==> src/rtl/writeback_arbiter_if.sv <==
// Writeback bundle: ALU and load producers in, register-file write port and load-queue status out.
interface writeback_arbiter_if;
    logic        aluValid;
    logic [4:0]  aluRegister;
    logic [31:0] aluData;
    logic        memValid;
    logic        memReady;
    logic [4:0]  memRegister;
    logic [31:0] memData;
    logic        writeEnable;
    logic [4:0]  writeRegister;
    logic [31:0] writeData;
    logic [2:0]  bufferCount;

    // Load handshake: a load transfers when memValid && memReady at a rising edge;
    // memValid may be raised without waiting for memReady. ALU results are never stalled.
    modport slave (
        input  aluValid, aluRegister, aluData,
        input  memValid, memRegister, memData,
        output memReady,
        output writeEnable, writeRegister, writeData,
        output bufferCount
    );

    modport master (
        output aluValid, aluRegister, aluData,
        output memValid, memRegister, memData,
        input  memReady,
        input  writeEnable, writeRegister, writeData,
        input  bufferCount
    );
endinterface

==> src/rtl/writeback_arbiter.sv <==
// Single register-file write port shared by ALU results (priority) and a 4-entry load queue.
// Optional macro WB_BYPASS_EN lets a load skip the empty queue when the port is idle.
module writeback_arbiter (
    input  logic              clk,
    input  logic              rst,
    writeback_arbiter_if.slave wb
);
    localparam int DEPTH = 4;

    logic [4:0]       reg_q  [DEPTH];
    logic [31:0]      data_q [DEPTH];
    logic [DEPTH-1:0] live_q, live_d;
    logic [1:0]       rd_ptr_q, rd_ptr_d;
    logic [1:0]       wr_ptr_q, wr_ptr_d;
    logic [2:0]       count_q, count_d;

    logic             we_q, we_d;
    logic [4:0]       wreg_q, wreg_d;
    logic [31:0]      wdata_q, wdata_d;

    logic             accept, bypass, enq, deq, enq_live;
    logic [DEPTH-1:0] kill;

    // memReady depends only on the registered count, so a full queue refuses a load
    // even in a cycle where the head drains.
    assign wb.memReady      = (count_q < 3'd4);
    assign wb.writeEnable   = we_q;
    assign wb.writeRegister = wreg_q;
    assign wb.writeData     = wdata_q;
    assign wb.bufferCount   = count_q;

    always_comb begin
        accept = wb.memValid && (count_q < 3'd4);
        bypass = 1'b0;
`ifdef WB_BYPASS_EN
        bypass = accept && !wb.aluValid && (count_q == 3'd0);
`else
        bypass = 1'b0;
`endif
        enq = accept && !bypass;
        deq = !wb.aluValid && (count_q != 3'd0);
        // A same-cycle ALU write to the same register is program-younger than the load.
        enq_live = !(wb.aluValid && (wb.aluRegister == wb.memRegister));

        for (int i = 0; i < DEPTH; i++) begin
            kill[i] = wb.aluValid && (wb.aluRegister != 5'd0) && (reg_q[i] == wb.aluRegister);
        end

        live_d = live_q & ~kill;
        if (deq) begin
            live_d[rd_ptr_q] = 1'b0;
        end
        if (enq) begin
            live_d[wr_ptr_q] = enq_live;
        end

        rd_ptr_d = deq ? rd_ptr_q + 2'd1 : rd_ptr_q;
        wr_ptr_d = enq ? wr_ptr_q + 2'd1 : wr_ptr_q;
        count_d  = count_q + {2'b00, enq} - {2'b00, deq};

        we_d    = 1'b0;
        wreg_d  = wreg_q;
        wdata_d = wdata_q;
        if (wb.aluValid) begin
            we_d    = (wb.aluRegister != 5'd0);
            wreg_d  = wb.aluRegister;
            wdata_d = wb.aluData;
        end else if (deq) begin
            we_d    = live_q[rd_ptr_q] && (reg_q[rd_ptr_q] != 5'd0);
            wreg_d  = reg_q[rd_ptr_q];
            wdata_d = data_q[rd_ptr_q];
        end else if (bypass) begin
            we_d    = (wb.memRegister != 5'd0);
            wreg_d  = wb.memRegister;
            wdata_d = wb.memData;
        end
        // Address/data only move on a real write; a suppressed slot leaves them untouched.
        if (!we_d) begin
            wreg_d  = wreg_q;
            wdata_d = wdata_q;
        end
    end

    always_ff @(posedge clk or negedge rst) begin
        if (!rst) begin
            for (int i = 0; i < DEPTH; i++) begin
                reg_q[i]  <= '0;
                data_q[i] <= '0;
            end
            live_q   <= '0;
            rd_ptr_q <= '0;
            wr_ptr_q <= '0;
            count_q  <= '0;
            we_q     <= 1'b0;
            wreg_q   <= '0;
            wdata_q  <= '0;
        end else begin
            if (enq) begin
                reg_q[wr_ptr_q]  <= wb.memRegister;
                data_q[wr_ptr_q] <= wb.memData;
            end
            live_q   <= live_d;
            rd_ptr_q <= rd_ptr_d;
            wr_ptr_q <= wr_ptr_d;
            count_q  <= count_d;
            we_q     <= we_d;
            wreg_q   <= wreg_d;
            wdata_q  <= wdata_d;
        end
    end
endmodule

==> src/flat_wrapper.sv <==
// flat-port wrapper written by rule: the top's interface ports become plain ports
module writeback_arbiter_flat 
  (clk, rst, wb_aluValid, wb_aluRegister, wb_aluData, wb_memValid, wb_memRegister, wb_memData, wb_memReady, wb_writeEnable, wb_writeRegister, wb_writeData, wb_bufferCount);
  writeback_arbiter_if wb_i ();
  input  logic clk;
  input  logic rst;
  input wire logic [$bits(wb_i.aluValid)-1:0] wb_aluValid;
  input wire logic [$bits(wb_i.aluRegister)-1:0] wb_aluRegister;
  input wire logic [$bits(wb_i.aluData)-1:0] wb_aluData;
  input wire logic [$bits(wb_i.memValid)-1:0] wb_memValid;
  input wire logic [$bits(wb_i.memRegister)-1:0] wb_memRegister;
  input wire logic [$bits(wb_i.memData)-1:0] wb_memData;
  output wire logic [$bits(wb_i.memReady)-1:0] wb_memReady;
  output wire logic [$bits(wb_i.writeEnable)-1:0] wb_writeEnable;
  output wire logic [$bits(wb_i.writeRegister)-1:0] wb_writeRegister;
  output wire logic [$bits(wb_i.writeData)-1:0] wb_writeData;
  output wire logic [$bits(wb_i.bufferCount)-1:0] wb_bufferCount;
  assign wb_i.aluValid = wb_aluValid;
  assign wb_i.aluRegister = wb_aluRegister;
  assign wb_i.aluData = wb_aluData;
  assign wb_i.memValid = wb_memValid;
  assign wb_i.memRegister = wb_memRegister;
  assign wb_i.memData = wb_memData;
  assign wb_memReady = wb_i.memReady;
  assign wb_writeEnable = wb_i.writeEnable;
  assign wb_writeRegister = wb_i.writeRegister;
  assign wb_writeData = wb_i.writeData;
  assign wb_bufferCount = wb_i.bufferCount;
  writeback_arbiter u_core (.clk(clk), .rst(rst), .wb(wb_i));
endmodule
==> config.mk <==
export PLATFORM = sky130hd
export DESIGN_NAME = writeback_arbiter_flat
export DESIGN_NICKNAME = d
export VERILOG_FILES = /design/src/rtl/writeback_arbiter_if.sv /design/src/rtl/writeback_arbiter.sv /design/src/flat_wrapper.sv
export SDC_FILE = /design/constraint.sdc
export NUM_CORES = 1
export LEC_CHECK = 0
export CAP_MARGIN = 20
export CELL_PAD_IN_SITES_DETAIL_PLACEMENT = 1
export CELL_PAD_IN_SITES_GLOBAL_PLACEMENT = 1
export CORE_MARGIN = 2
export CORE_UTILIZATION = 35
export DETAILED_ROUTE_END_ITERATION = 10
export PLACE_DENSITY_LB_ADDON = 0.1
export SLEW_MARGIN = 30
export SYNTH_ARGS = -nofsm -noshare
export SYNTH_HDL_FRONTEND = slang
export SYNTH_SLANG_ARGS = --single-unit
==> constraint.sdc <==
create_clock -name clk -period 3.4 [get_ports clk]
set_input_delay 0.68 -clock clk [delete_from_list [all_inputs] [get_ports clk]]
set_output_delay 0.68 -clock clk [all_outputs]
set_load 0.005 [all_outputs]
Word-level counts from Yosys, hierarchy flattened

Index checks and enable logic that the tools add are counted.

Bits of input ports: 78
Bits in registers: 197
Word-level logic and storage cells: 84
Output and inout bits: 42

Add/subtract/negate cells: 4
Bitwise operators: 6
Equality and inequality tests: 5
$lt $le $gt $ge: 8
Reduce and logical (&&, ||, !) cells: 19
Muxes and demuxes: 27

Operator list:

| kind                                                 | count |
|---|---|
| two-way mux 32 bit                                   | 5 |
| bitwise mux 128 bit                                  | 1 |
| binary-select mux 32 bit (select 2 bit)              | 1 |
| demux 32 bit (select 2 bit)                          | 1 |
| equality test 5 bit                                  | 5 |
| two-way mux 5 bit                                    | 5 |
| bitwise mux 20 bit                                   | 1 |
| logical AND 1 bit                                    | 12 |
| binary-select mux 5 bit (select 2 bit)               | 1 |
| demux 5 bit (select 2 bit)                           | 1 |
| nonzero test 5 bit                                   | 2 |
| bitwise AND 4 bit                                    | 2 |
| two-way mux 4 bit                                    | 2 |
| NOT 4 bit                                            | 2 |
| >= comparator 3 bit (second input constant)          | 2 |
| < comparator 2 x 3 -> 1 bit (second input constant)  | 2 |
| NOT 2 -> 3 bit                                       | 2 |
| two-way mux 1 bit                                    | 5 |
| adder 2 x 1 -> 2 bit (second input constant)         | 2 |
| bitwise mux 4 bit                                    | 1 |
| demux 1 bit (select 2 bit)                           | 2 |
| >= comparator 2 x 1 -> 1 bit (second input constant) | 2 |
| adder 3 x 1 -> 3 bit                                 | 1 |
| < comparator 3 x 1 -> 1 bit (second input constant)  | 1 |
| other kinds (7)                                      | 8 |

Logic depth before layout (Yosys ltp)

Gate-level depths: netlist (run 1).

Depth in word-level cells: 9
Gate-level depth with buffers: 9
Depth with buffers taken out: 9

Least setup slack after synthesis (run 1)

Ideal clock, no wire load.

Kind: input-to-reg
Start point: in wb_aluValid
End point: reg u_core.count_q[2], in the netlist u_core.wb.bufferCount[2]
Required time: 3.275 ns
Arrival: 2.384 ns
Path buffers: 1
Setup slack: 0.891 ns
Stages: 9
Setup time: 0.125 ns
Cells stage by stage: clkbuf_1 > nor2_1 > ha_1 > inv_1 > ha_1 > inv_1 > fa_1 > xnor2_1 > xnor2_1

Longest elaborated chain between the ends: 3

RTL lines:

| what                      | line                     | RTL |
|---|---|---|
| start: declaration        | flat_wrapper.sv:7        | `input wire logic [$bits(wb_i.aluValid)-1:0] wb_aluValid;` |
| logical NOT 1 bit         | writeback_arbiter.sv:41  | `deq = !wb.aluValid && (count_q != 3'd0);` |
| logical AND 1 bit         | writeback_arbiter.sv:41  |  |
| subtractor 3 x 1 -> 3 bit | writeback_arbiter.sv:59  | `count_d = count_q + {2'b00, enq} - {2'b00, deq};` |
| net u_core.count_d[2]     | writeback_arbiter.sv:15  | `logic [2:0] count_q, count_d;` |
| end signal: assignment    | writeback_arbiter.sv:105 | `count_q <= count_d;` |
| end: declaration          | writeback_arbiter.sv:15  |  |

The timed path passes the listed nets, and every way through them passes these cells.
A chain may end at the register's enable or synchronous reset.

Worst setup path after layout (run 1)

Start point: in wb_aluRegister[2]
End point: reg u_core.wreg_q[3], in the netlist u_core.wb.writeRegister[3]

Longest elaborated chain between the ends: 3

RTL lines:

| what                          | line                     | RTL |
|---|---|---|
| start: declaration            | flat_wrapper.sv:8        | `input wire logic [$bits(wb_i.aluRegister)-1:0] wb_aluRegister;` |
| nonzero test 5 bit            | writeback_arbiter.sv:65  | `we_d = (wb.aluRegister != 5'd0);` |
| two-way mux 1 bit             | writeback_arbiter.sv:64  | `if (wb.aluValid) begin` |
| AND reduction 2 bit (no line) | n/a                      |  |
| end signal: assignment        | writeback_arbiter.sv:107 | `wreg_q <= wreg_d;` |
| end: declaration              | writeback_arbiter.sv:18  | `logic [4:0] wreg_q, wreg_d;` |

Every way passes these cells.

==> metrics.log, run 1 <==
[metrics] adder and majority cell fraction of the synthesized area: 0.0158
[metrics] post-synthesis instance area: 9170 um^2
[metrics] overall power consumption: 10.5 mW
[metrics] number of buffer cells added on primary ports: 119
[metrics] vias per cell: 5.18
[metrics] maximum level of the CTS H-tree: 4
[metrics] initial antenna violation count: 2
[metrics] Final Hold Slack: 282 ps
[metrics] number of post-CTS setup repair buffers: 0
[metrics] transition time at the pin with the least slew margin: 732 ps
[metrics] number of design-rule violations left by the first detailed-router iteration: 169
[metrics] standby leakage power: 4.72 nW
[metrics] final hold vios: 0
[metrics] final critical-path required period: 2520 ps
[metrics] wire length of the first global-routing pass: 38.4 mm
[metrics] worst r2r path cells: 6
[metrics] vias in the first global route: 6585
[metrics] maximum number of pins on one net before global-route repair: 82
[metrics] ANT nets after route: 0
[metrics] number of standard cells after synthesis: 636
[metrics] global routing usage on met1: 0.244
[metrics] n_diodes: 0
[metrics] Residual DRC: 0
[metrics] Slew Limit Fails: 0
[metrics] fraction of synthesized area in multiplexers: 0.310
[metrics] worst clock skew: 9.12 ps
[metrics] Setup Total Neg Slack: 0 ps
[metrics] weighted congestion reported at the end of routability-driven placement: 0.804
[metrics] height of the chip: 166 um
[metrics] worst path arrival time: 2800 ps
[metrics] Max IR drop VDD: 0.331 mV
[metrics] post-route fraction of the period consumed by the critical path: 0.741
[metrics] chip width: 166 um
[metrics] placed wire-length estimate after detailed placement: 16.0 mm
[metrics] total of max-cap violations: 0
[metrics] Core ar.: 25900 um^2
[metrics] CTS clock-pin slew for the worst setup and hold paths: 70 ps
[metrics] peak fanout along the critical path: 26
[metrics] post-synthesis register bit count: 197
[metrics] net count of the finished layout: 837
[metrics] top_reg_cell synth: dfrtp_1
[metrics] endpoint type of the worst setup path: flop
[metrics] combinational family with the most area after synthesis: multiplexers
[metrics] Ys Warns: 0
[metrics] # rows: 59
[metrics] count of different cell masters after synthesis: 29
[metrics] worst relative slew slack: 0.512
[metrics] fraction of the mapped netlist area in compound gates: 0.0592
[metrics] overflow left after global routing: 0
[metrics] clock latency on the worst-skew pair: 440 ps
[metrics] root buffer cell: clkbuf_16
[metrics] number of clock buffers inserted by TritonCTS: 17
[metrics] layout cell share with drive strength beyond 1: 0.357
[metrics] kind of path behind the tightest hold check: primary input to async pin
[metrics] number of enable flip-flop cells after synthesis: 0
[metrics] mean post-synth cell area: 14.4 um^2
[metrics] unrepaired setup endpoints after global routing: no
[metrics] total power divided by cell area: 927 nW/um^2
[metrics] met3 global-route usage: 0.0338
[metrics] Post-Synth XOR/XNOR Area: 0.0277
[metrics] DR pass1 iterations: 4
[metrics] GRT Util Overall: 0.182
[metrics] post-DR wirelength/cell: 22.0 um
[metrics] via count: 5677
[metrics] CTS Buffer Depth: 2
[metrics] portion of the post-synthesis area used by sequential elements: 0.538
[metrics] Worst Path Class, Setup: primary input to flop
[metrics] outcome: completed
[metrics] post-detailed-routing wire length: 24.1 mm
[metrics] relative area change from synthesis to final layout: 23.6%
[metrics] worst path required time: 3680 ps
[metrics] highest clock frequency the design can meet: 0.397 GHz
[metrics] Ports: 120
[metrics] Setup violations, final: 0
[metrics] startpoint type of the worst setup path: primary input
[metrics] asr flop ratio synth: 1.00
[metrics] number of cells upsized or downsized after cts: 0
[metrics] Sinks on Clock Net: 197
[metrics] simple-gate share of the synthesized area: 0.0191
[metrics] starting utilization of the core area: 0.354
[metrics] fraction of met2 tracks used by global routing: 0.308
[metrics] Post-Syn Nets: 725
[metrics] Post-CTS Hold Buffers: 0
[metrics] clock tree from TritonCTS: yes
[metrics] area of the die: 27500 um^2
[metrics] busiest layer in global routing: met2
-- cell type report --
class,count,area (um^2)
Fill cell,2596,14600
Sequential cell,197,4930
Multi-Input combinational cell,382,3980
Timing Repair Buffer,140,1420
Clock buffer,18,439
Tap cell,335,419
Clock inverter,13,115
Inverter,10,37.5
-- logic make-up (layout without fill, tap and decap cells) --
kind of cell,Yosys count,count (layout)
muxes,218,218
xor gates and xnor gates,29,29
AOI/OAI and AO/OA,86,86
DFF,197,197
and+or+nand+nor,38,38
buffers and inverters,57,181
adders and majority gates,11,11
-- report_power, final --
group | leakage [nW] | total (mW) | internal (mW) | switching [mW]
clock network | 0.270 | 1.94 | 0.979 | 0.957
registers | 2.34 | 4.37 | 3.54 | 0.828
logic | 2.11 | 4.19 | 2.52 | 1.67
-- worst paths after layout --
check | startpoint | end | slack [ps]
worst max-delay path | wb_aluRegister[2] | u_core.wb.writeRegister[3]$_DFFE_PN0P_ | 880
worst min-delay path | rst | u_core.reg_q[16]$_DFFE_PN0P_ | 280
worst max register to register | u_core.rd_ptr_q[0]$_DFFE_PN0N_ | u_core.wb.writeRegister[3]$_DFFE_PN0P_ | 1030
worst min register to register | u_core.data_q[54]$_DFFE_PN0P_ | u_core.data_q[54]$_DFFE_PN0P_ | 500
max in group asynchronous | rst | u_core.data_q[36]$_DFFE_PN0P_ | 2280
min in group clk | u_core.data_q[54]$_DFFE_PN0P_ | u_core.data_q[54]$_DFFE_PN0P_ | 500
-- Yosys cell counts (2+ instances only) --
cell       count  area share
o2111ai_1      4      0.0038
o21ai_0        6      0.0033
dfrtp_1      197        0.54
a21oi_2       20       0.019
inv_1         10      0.0041
ha_1          10       0.014
buf_2          9      0.0049
mux2i_1       32       0.035
mux2_2       148        0.18
nand2_1       20      0.0082
xnor2_1       16       0.015
mux4_2        38       0.093
xor2_1        13       0.012
buf_6          7      0.0086
nor2_1         2     0.00082
clkbuf_1      25       0.010
a31oi_1        5      0.0034
buf_1          5      0.0020
a21oi_1       49       0.027
nand3_1        5      0.0027
nor3_1         7      0.0038
-- flip-flops by register name, indices dropped and copies added, names as in the netlist, 2 cells and up --
name and count:
u_core.live_q 4, u_core.wb.bufferCount 3, u_core.data_q 128, u_core.wr_ptr_q 2, u_core.reg_q 20, u_core.wb.writeData 32, u_core.rd_ptr_q 2, u_core.wb.writeRegister 5
-- routing by layer --
metal | vias up | wire (um) | share of wire
li1 | 2539 | - | -
met1 | 3017 | 11100 | 0.46
met2 | 98 | 12000 | 0.50
met3 | 19 | 767 | 0.032
met4 | 4 | 222 | 0.0092
met5 | - | 15 | 0.00062
-- layout by cell type (no fill, tap or decap), types with 2 or more instances in the layout --
cell and n:
o2111ai_1 4, mux4_2 38, clkinv_4 3, nor3_1 7
nor2_1 2, mux2_2 148, clkinvlp_4 2, buf_12 5
clkdlybuf4s50_1 118, inv_1 9, clkbuf_16 17, xor2_1 13
nand3_1 4, xnor2_1 16, a31oi_1 5, ha_1 10
a21oi_2 20, buf_4 16, inv_6 4, dfrtp_1 195
o21ai_0 6, inv_8 3, mux2i_1 32, a21oi_1 49
clkbuf_8 2, nand2_1 16, nand2_2 4
-- stage by stage --
step	instance area (um^2)	std cells	setup slack [ps]	util
after CTS	11300	1095	893	0.437
after global placement	10800	1064	513	0.416
final	11300	1095	880	0.437
after global routing	11300	1095	714	0.437
after floorplan	9170	636	891	-
after detailed placement	10800	1064	426	0.416
-- worst max-delay path: stages --
cell	delay, ps
clkdlybuf4s50_1	420
or4_4	560
o21ai_4	220
a21bo_2	360
buf_4	280
a21oi_1	210
a31oi_1	60
Note: power is estimated with default switching activity, not from simulation.
==> inputs of run 2 (changes only) <==
Clock period 3.4 ns to 2.6 ns, I/O delays scaled along.
==> run 2 against run 1 <==
- combinational power up 35%
- sequential power up 29%
- clock skew up 1.5 ps
- register-to-register slack worse by 690 ps
- first-iteration DRC count up 22%
- sequential cell count unchanged
- total power up 32%
- non-clock buffer count up 15
- final cell count up 1.3%
- largest cell class unchanged
- highest routed layer unchanged
==> metrics.log, run 2 (synthesis gave the netlist of run 1 again) <==
[metrics] Slew Limit Fails: 0 (unchanged)
[metrics] end of the worst register-to-register path: u_core.wb.writeData[17]$_DFFE_PN0P_
[metrics] peak fanout along the critical path: 26 (unchanged)
[metrics] GRT Util Overall: 0.182 (about the same)
[metrics] kind of path behind the tightest hold check: primary input to async pin
[metrics] ordered list of cells on the worst path: mux4_2, nor3_1, nand3_2, buf_4, a21oi_1, a21oi_2
[metrics] worst clock skew: 10.6 ps (+1.48 ps)
[metrics] unrepaired setup endpoints after global routing: no
[metrics] startpoint type of the worst setup path: flop
[metrics] Core ar.: 25900 um^2 (unchanged)
[metrics] total of max-cap violations: 0 (unchanged)
[metrics] register share of total power: 0.407 (-0.009)
[metrics] root buffer cell: clkbuf_16
[metrics] number of cells upsized or downsized after cts: 0 (unchanged)
[metrics] # rows: 59 (unchanged)
[metrics] Post-CTS Hold Buffers: 0 (unchanged)
[metrics] vias per cell: 5.15 (-0.65%)
[metrics] CTS clock-pin slew for the worst setup and hold paths: 80 ps (about the same)
[metrics] area taken by flip-flops and latches: 4930 um^2 (unchanged)
[metrics] Ports: 120 (unchanged)
[metrics] max incr delay on CP: 550 ps (about the same)
[metrics] weighted congestion reported at the end of routability-driven placement: 0.763 (-5.0%)
[metrics] most common cell after layout, fill and taps aside: dfrtp_1
[metrics] fraction of the core area covered by cells at the end of the flow: 0.442 (+0.00473)
[metrics] highest clock frequency the design can meet: 0.442 GHz
[metrics] relative area change from synthesis to final layout: 24.9%
[metrics] final critical-path required period: 2260 ps
[metrics] Slowest cell on crit path: mux4_2
[metrics] transition time at the pin with the least slew margin: 643 ps (-89.0 ps)
[metrics] logic gate share of total power: 0.407 (+0.008)
[metrics] clock tree from TritonCTS: yes
[metrics] DR pass1 iterations: 5 (+1)
[metrics] Worst Setup SP: u_core.rd_ptr_q[0]$_DFFE_PN0N_
[metrics] switching share of power: 0.326 (-0.00349)
[metrics] layout cell share with drive strength beyond 1: 0.368 (+0.0116)
[metrics] number of design-rule violations left by the first detailed-router iteration: 207 (+22%)
[metrics] maximum number of pins on one net before global-route repair: 71 (-13%)
[metrics] outcome: completed
[metrics] overall power consumption: 13.8 mW (+32%)
[metrics] CTS Buffer Depth: 2 (unchanged)
[metrics] endpoint type of the worst setup path: flop
[metrics] standby leakage power: 4.78 nW (+1.4%)
[metrics] fill cell instance count of the final layout: 2596 (unchanged)
[metrics] Residual DRC: 0 (unchanged)
[metrics] post-detailed-routing wire length: 24.1 mm (+0.17%)
[metrics] sw power: 4.51 mW (+30%)
[metrics] most flop-heavy register: u_core.data_q
[metrics] Setup violations, final: 0 (unchanged)
[metrics] chip width: 166 um (unchanged)
[metrics] number of clock buffers inserted by TritonCTS: 17 (unchanged)
[metrics] worst relative slew slack: 0.571 (+0.0593)
[metrics] worst path arrival time: 2560 ps (-240 ps)
[metrics] maximum level of the CTS H-tree: 4 (unchanged)
[metrics] height of the chip: 166 um (unchanged)
[metrics] top library cells by usage in the layout, fill and taps aside: dfrtp_1 (195), mux2_2 (148), clkdlybuf4s50_1 (118)
[metrics] part of the power in the clock network: 0.186 (+0.002)
[metrics] Multi-input gate area: 3980 um^2 (unchanged)
[metrics] number of post-CTS setup repair buffers: 0 (unchanged)
[metrics] initial antenna violation count: 1 (-1)
[metrics] net count of the finished layout: 852 (+1.8%)
[metrics] worst slack after detailed placement: -58.2 ps (-485 ps)
[metrics] end of the critical path: u_core.wb.writeData[17]$_DFFE_PN0P_
[metrics] Worst Path Class, Setup: flop to flop
[metrics] starting utilization of the core area: 0.354 (unchanged)
[metrics] placed wire-length estimate after detailed placement: 16.6 mm (+3.2%)
[metrics] reg2reg setup slack: 340 ps (-690 ps)
[metrics] wire length of the first global-routing pass: 38.6 mm (+0.51%)
[metrics] number of buffer cells added on primary ports: 119 (unchanged)
[metrics] final worst setup slack: 337 ps (-543 ps)
[metrics] worst r2r path cells: 6 (unchanged)
[metrics] post-route fraction of the period consumed by the critical path: 0.871
[metrics] via count: 5712 (+0.62%)
[metrics] overflow left after global routing: 0 (unchanged)
[metrics] Int Pwr: 9.34 mW (+33%)
[metrics] n_diodes: 0 (unchanged)
[metrics] vias in the first global route: 6553 (-0.49%)
[metrics] post-DR wirelength/cell: 21.8 um (-1.1%)
[metrics] worst path required time: 2900 ps (-780 ps)
[metrics] total power divided by cell area: 1210 nW/um^2 (+30%)
[metrics] final hold vios: 0 (unchanged)
[metrics] Max IR drop VDD: 0.430 mV (+30%)
[metrics] area of the die: 27500 um^2 (unchanged)
[metrics] r2r startpoint: u_core.rd_ptr_q[0]$_DFFE_PN0N_
[metrics] number of flip-flops in the largest register: 128 (unchanged)
[metrics] ANT nets after route: 0 (unchanged)
[metrics] clock latency on the worst-skew pair: 430 ps (about the same)
[metrics] Sinks on Clock Net: 197 (unchanged)
-- run 2: cell count changes in the layout (fill, tap and decap cells not counted) --
cell        previous run  this run
buf_4                 16        31
bufinv_16              0         1
clkbuf_8               2         1
clkinv_2               1         0
clkinv_4               3         1
clkinvlp_4             2         3
inv_6                  4         5
-- run 2: power by group through the flow --
stage / clock network, mW / registers, mW / logic [mW]
finish: 2.58 / 5.64 / 5.64
global route: 2.80 / 5.84 / 6.16
CTS: 2.66 / 5.65 / 5.75
detailed placement: 0 / 5.70 / 5.74
global placement: 0 / 5.54 / 5.53
floorplan: 0 / 5.32 / 3.89
-- run 2: final cells by class --
class	instances	share of cell area
Clock buffer	17	0.0371
Clock inverter	13	0.0121
Inverter	10	0.00328
Multi-Input combinational cell	382	0.347
Sequential cell	197	0.431
Tap cell	335	0.0366
Timing Repair Buffer	155	0.133
-- run 2: worst min path at each step --
stage,slack [ps],cells past startpoint,from,to
3_5_place_dp,490,1,u_core.data_q[33]$_DFFE_PN0P_,u_core.data_q[33]$_DFFE_PN0P_
4_1_cts,120,1,rst,u_core.reg_q[9]$_DFFE_PN0P_
5_1_grt,140,1,rst,u_core.reg_q[9]$_DFFE_PN0P_
3_3_place_gp,480,1,u_core.data_q[10]$_DFFE_PN0P_,u_core.data_q[10]$_DFFE_PN0P_
6_report,110,1,rst,u_core.reg_q[6]$_DFFE_PN0P_
2_1_floorplan,220,0,rst,u_core.data_q[0]$_DFFE_PN0P_
-- run 2: worst max-delay path: cells and delay by family (launching register included) --
family,cells,cell delay (ps)
AND/OR/NAND/NOR,2,470
AO/OA/AOI/OAI,2,290
multiplexers,1,550
flip-flops,1,520
buffers and inverters,1,290
-- run 2: metal layers --
layer / global-route usage / share of wire
met1: 0.247 / 0.47
met3: 0.0303 / 0.027
met5: 0 / 0.00054
met2: 0.304 / 0.49
met4: 0.0457 / 0.012
-- run 2: per-stage QoR --
step / hold WS, ps / setup TNS, ps / cell area [um^2] / instances
2_1_floorplan: 224 / 0 / 9170 / 636
3_3_place_gp: 481 / 0 / 10900 / 1079
3_5_place_dp: 489 / -116 / 10900 / 1079
4_1_cts: 123 / 0 / 11500 / 1109
5_1_grt: 137 / 0 / 11500 / 1109
6_report: 110 / 0 / 11500 / 1109
